--- src/rtl/branch_pkg.sv ---
// Shared branch-prediction types: 2-bit counter encoding, its reset value and the gshare hash.
// Used by the PHT, the history register and the fetch/execute stages.
package branch_pkg;

    typedef enum logic [1:0] {
        SNT = 2'b00,
        WNT = 2'b01,
        WT  = 2'b10,
        ST  = 2'b11
    } bp_ctr_e;

    localparam bp_ctr_e BP_CTR_RST = WNT;

    // Word-aligned PC bits XOR zero-extended history; callers keep the low INDEX_WIDTH bits.
    function automatic logic [31:0] gshare_idx(input logic [31:0] pc, input logic [31:0] ghr);
        return {2'b00, pc[31:2]} ^ ghr;
    endfunction

endpackage

--- src/rtl/bp_sat_ctr.sv ---
// One 2-bit saturating branch counter, asynchronously reset to weakly-not-taken.
// inc and dec together (or neither) leave the counter unchanged.
module bp_sat_ctr
    import branch_pkg::*;
(
    input  logic    clk_i,
    input  logic    rst_ni,
    input  logic    en,
    input  logic    inc,
    input  logic    dec,
    output bp_ctr_e ctr
);

    bp_ctr_e ctr_next;

    always_comb begin
        ctr_next = ctr;
        if (en) begin
            if (inc && !dec && ctr != ST) begin
                ctr_next = bp_ctr_e'(ctr + 2'b01);
            end else if (dec && !inc && ctr != SNT) begin
                ctr_next = bp_ctr_e'(ctr - 2'b01);
            end
        end
    end

    always_ff @(posedge clk_i or negedge rst_ni) begin
        if (!rst_ni) begin
            ctr <= BP_CTR_RST;
        end else begin
            ctr <= ctr_next;
        end
    end

endmodule

--- src/rtl/gshare_pht.sv ---
// Gshare pattern history table: predicts from PC XOR global history, trains at execute,
// and keeps saturating branch / mispredict counters for the CSRs.
module gshare_pht
    import branch_pkg::*;
#(
    parameter int INDEX_WIDTH   = 8,
    parameter int HISTORY_WIDTH = 8,
    parameter int PERF_WIDTH    = 32
) (
    input  logic                     clk_i,
    input  logic                     rst_ni,
    input  logic [31:0]              pc_i,
    input  logic [HISTORY_WIDTH-1:0] ghr_data_i,
    output logic                     pred_taken_o,
    output logic [INDEX_WIDTH-1:0]   pred_idx_o,
    input  logic                     update_en_i,
    input  logic [INDEX_WIDTH-1:0]   update_idx_i,
    input  logic                     br_taken_i,
    input  logic                     update_pred_i,
    output logic                     mispredict_o,
    output logic [PERF_WIDTH-1:0]    br_count_o,
    output logic [PERF_WIDTH-1:0]    mispred_count_o
);

    localparam int NUM_ENTRIES = 1 << INDEX_WIDTH;

    if (HISTORY_WIDTH > INDEX_WIDTH) begin : g_bad_history
        $error("gshare_pht: HISTORY_WIDTH must not exceed INDEX_WIDTH");
    end

    bp_ctr_e ctr_tab [NUM_ENTRIES];
    logic    mispredict_now;

    assign pred_idx_o   = INDEX_WIDTH'(gshare_idx(pc_i, 32'(ghr_data_i)));
    // Read sees the pre-update counter; a same-cycle write becomes visible next cycle.
    assign pred_taken_o = ctr_tab[pred_idx_o][1];

    for (genvar g = 0; g < NUM_ENTRIES; g++) begin : g_ctr
        bp_sat_ctr u_ctr (
            .clk_i  (clk_i),
            .rst_ni (rst_ni),
            .en     (update_en_i && (update_idx_i == INDEX_WIDTH'(g))),
            .inc    (br_taken_i),
            .dec    (!br_taken_i),
            .ctr    (ctr_tab[g])
        );
    end

    assign mispredict_now = update_en_i && (update_pred_i != br_taken_i);

    // Performance counters stick at all-ones instead of wrapping.
    always_ff @(posedge clk_i or negedge rst_ni) begin
        if (!rst_ni) begin
            mispredict_o    <= 1'b0;
            br_count_o      <= '0;
            mispred_count_o <= '0;
        end else begin
            mispredict_o <= mispredict_now;
            if (update_en_i && br_count_o != '1) begin
                br_count_o <= br_count_o + 1'b1;
            end
            if (mispredict_now && mispred_count_o != '1) begin
                mispred_count_o <= mispred_count_o + 1'b1;
            end
        end
    end

endmodule

--- config.mk ---
export PLATFORM = sky130hd
export DESIGN_NAME = gshare_pht
export DESIGN_NICKNAME = d
export VERILOG_FILES = /design/src/rtl/branch_pkg.sv /design/src/rtl/bp_sat_ctr.sv /design/src/rtl/gshare_pht.sv
export SDC_FILE = /design/constraint.sdc
export NUM_CORES = 2
export LEC_CHECK = 0
export CAP_MARGIN = 30
export CORE_ASPECT_RATIO = 0.9
export CORE_MARGIN = 3
export CORE_UTILIZATION = 50
export CTS_CLUSTER_SIZE = 25
export DETAILED_ROUTE_END_ITERATION = 8
export GPL_TIMING_DRIVEN = 0
export PLACE_DENSITY_LB_ADDON = 0.25
export SYNTH_ARGS = -nofsm -noshare
export SYNTH_HDL_FRONTEND = slang
export SYNTH_SLANG_ARGS = --single-unit
--- constraint.sdc ---
create_clock -name clk_i -period 4.56 [get_ports clk_i]
set_input_delay 0.912 -clock clk_i [delete_from_list [all_inputs] [get_ports clk_i]]
set_output_delay 0.912 -clock clk_i [all_outputs]
set_load 0.03 [all_outputs]
==> impl_metrics.py <==
metrics = {
    "drt": {
        "drc": 0,
        "wl_per_cell_microns": 24.1,
        "first_pass_iters": 8,
        "vias": 30500,
        "drt_wl_total_mm": 113,
        "initialDrtViolationCount": 4400,
        "via_per_inst": 6.48,
        "ant_nets": 0,
    },
    "placement": {
        "place_inst": 4567,
        "dp_hpwl_mm": 78.7,
        "io_buffers": 100,
        "preCtsSetupSlack_ns": -1.68,
        "routabilityCongestion": 1.03,
    },
    "timing": {
        "setup_ws_ns": -0.0239,
        "tightest_slew_ns": 1.11,
        "setup_viol": 1,
        "fin_crit_ns": 4.58,
        "tns_ns": -0.0239,
        "fin_crit_sh": 1.01,
        "relSlewSlack": 0.259,
        "max_freq_ghz": 0.218,
        "clock_skew_ns": 0.0219,
        "final_hold_viol_count": 0,
        "drv_slew": 0,
    },
    "synth": {
        "synth_top_family_by_area": "compound AO/OA/AOI/OAI gates",
        "syn_area_sq_um": 31300,
        "synth.distinct_cells": 57,
        "async_reset_ff_frac": 1.00,
        "synthXorXnorAreaFrac": 0.0207,
        "yosys.area_share.adder": 0.000798,
        "seq_area_frac_synth": 0.471,
        "synthesis.nets": 3656,
        "synth_compound_area_frac": 0.270,
        "synth_edf_count": 0,
        "syn_avg_cell_area_sq_um": 8.71,
        "ys_warn_count": 0,
        "synthSimpleGateAreaFrac": 0.174,
        "synth_flop_cell": "dfrtp_1",
        "synthCells": 3601,
        "muxShareOfSynthArea": 0.0404,
        "synth_seq_cells": 577,
    },
    "floorplanning": {
        "initial_core_util": 0.508,
        "rows": 86,
        "die_area_sq_um": 65700,
        "ios": 127,
        "die_w_microns": 270,
        "core-area_sq_um": 61700,
        "die_height_microns": 244,
    },
    "grt": {
        "track_usage": 0.336,
        "grt_pass1_wl_mm": 167,
        "grt_max_degree": 123,
        "overflow": 0,
        "grt_pass1_vias": 26400,
        "grt_antenna_before_repair": 8,
    },
    "clocking": {
        "htree_levels": 3,
        "holdBufCountCts": 0,
        "clock-sinks": 577,
        "clk_latency_ns": 0.61,
        "cts.clk_slew.worst_paths_ns": 0.06,
        "cts_buffers": 67,
        "root_buffer": "clkbuf_16",
        "tritoncts": "done",
        "clock_path_buffers": 3,
    },
    "setup_path": {
        "critical_path_class": "primary input to primary output",
        "path_depth": 11,
        "r2r_end": "br_count_o[24]",
        "startpoint_type": "primary input",
        "critPathBufInv": 4,
        "cp_max_fo": 10,
        "critPathLaunch": "pc_i[4]",
        "arrival_ns": 3.67,
        "end_kind": "primary output",
        "slowest_stage": "clkdlybuf4s50_1",
        "r2r-start": "br_count_o[8]",
        "critical-path-max-stage-delay_ns": 0.50,
        "ff2ff_setup_slack_ns": 1.85,
        "rr_worst_depth": 8,
        "crit_family": "buffers and inverters",
        "crit_path_cell_trace": "clkdlybuf4s50_1 > xnor2_4 > buf_12 > nand3_4 > clkbuf_4 > a21oi_1 > a311oi_1 > a311o_1 > nand4_1 > and4_4 > buf_4",
        "worstPathRequired_ns": 3.65,
        "endpoint": "pred_taken_o",
    },
    "power": {
        "power_density_nw_per_um2": 338,
        "ir_worst_vdd_v": 0.000409,
        "static-leakage-power_nw": 12.5,
    },
    "status": {
        "outcome": "finished, violations left",
        "violations": "negative setup slack",
    },
    "finish": {
        "finalNetCount": 3872,
        "instances_no_fill": 4708,
        "fillerInstances": 5323,
        "final_cell_mix": "751 x o21ai_0, 530 x a21oi_1, 371 x nor2_1, 364 x nand2_1, 321 x dfrtp_1",
        "final_common_cell": "o21ai_0",
        "syn_to_final_growth_pct": 17.1,
        "drive_above_1_share": 0.133,
    },
    "job": {
        "max-cap-violations": 0,
    },
    "hold_path": {
        "holdCritPathClass": "primary input to asynchronous set/reset pin",
    },
}
## metal layers
| layer | GRT usage | part of all wire | wire length (microns) | vias to the layer above |
|---|---|---|---|---|
| met5 | 0 | 0.00023 | 26 | - |
| met4 | 0.181 | 0.061 | 6910 | 4 |
| met3 | 0.0882 | 0.13 | 14600 | 372 |
| met2 | 0.470 | 0.41 | 46500 | 1712 |
| met1 | 0.475 | 0.40 | 45500 | 14700 |
| li1 | - | - | - | 13700 |
## worst reg2reg max path, delay by kind of cell, from the launching register on
family,cells,cell delay (ns)
buffers and inverters,1,0.28
AOI/OAI and AO/OA,1,0.36
xor gates and xnor gates,1,0.16
DFF,1,0.43
and+or+nand+nor,5,1.35
## what timing repair did
action                                  4_1_cts  5_1_grt
endpoints found under the setup margin        3        1
setup buffers                                10        1
resized for setup                           104       10
pin swaps                                     6        2
## state kept, by name (all words and copies together), names as in the netlist
name / flops
br_count_o: 32
g_ctr.u_ctr.ctr: 512
mispred_count_o: 32
mispredict_o: 1
## final cells by class
class                      count  area [sq um]  area share
multi-input combinational   2842         16100       0.438
sequential                   577         14800       0.402
clock buffer                 113          2160      0.0590
timing repair buffer         147          1640      0.0447
tap                          836          1050      0.0285
buffer                       162           820      0.0223
clock inverter                 9          98.8     0.00269
inverter                      20          87.6     0.00239
antenna                        2          5.00    0.000136
## worst min-delay path by stage
stage	startpoint	to
after global routing	rst_ni	g_ctr[55].u_ctr.ctr[1]
after CTS	rst_ni	g_ctr[55].u_ctr.ctr[1]
after detailed placement	mispred_count_o[7]	mispred_count_o[7]
after floorplan	g_ctr[238].u_ctr.ctr[0]	g_ctr[238].u_ctr.ctr[0]
after global placement	mispred_count_o[26]	mispred_count_o[26]
final	rst_ni	g_ctr[55].u_ctr.ctr[1]
## stage by stage
| step | utilization | instance area [sq um] | hold WS [ns] | power (W) |
|---|---|---|---|---|
| 2_1_floorplan | - | 31300 | 0.486 | 0.00606 |
| 3_3_place_gp | 0.542 | 33400 | 0.478 | 0.00671 |
| 3_5_place_dp | 0.548 | 33800 | 0.478 | 0.00675 |
| 4_1_cts | 0.593 | 36600 | 0.257 | 0.0124 |
| 5_1_grt | 0.595 | 36700 | 0.278 | 0.0127 |
| 6_report | 0.595 | 36700 | 0.243 | 0.0124 |
## cell families (layout without fill, tap and decap cells)
family | Yosys count | in the layout
compound gates | 1576 | 1576
xor+xnor | 71 | 71
fa+ha+maj | 2 | 2
buf+inv | 182 | 451
flops | 577 | 577
mux | 70 | 70
other cells | 0 | 2
simple gates | 1123 | 1123
## cell usage after synthesis, types with 11 or more instances
library cell | instances | area [sq um]
clkbuf_1 | 144 | 541
mux4_2 | 45 | 1010
and2_1 | 11 | 68.8
dfstp_2 | 256 | 6730
dfrtp_1 | 321 | 8030
inv_1 | 18 | 67.6
a211oi_1 | 16 | 120
nand3b_1 | 83 | 623
nand4_1 | 17 | 106
o21ai_0 | 752 | 3760
buf_2 | 11 | 55.1
a21oi_1 | 530 | 2650
nor3b_1 | 155 | 1160
nor2_1 | 375 | 1410
xnor2_1 | 37 | 324
nor3_1 | 16 | 80.1
xor2_1 | 32 | 280
and4_1 | 11 | 96.3
nand3_1 | 47 | 235
mux2i_1 | 23 | 230
nand2_1 | 364 | 1370
a31oi_1 | 159 | 995
and3_1 | 12 | 75.1
o31ai_1 | 82 | 616
## power breakdown
group	switching, W	internal [W]
logic	0.000951	0.000451
registers	0.000141	0.00526
clock network	0.00225	0.00334
(Power assumes the default switching activity.)
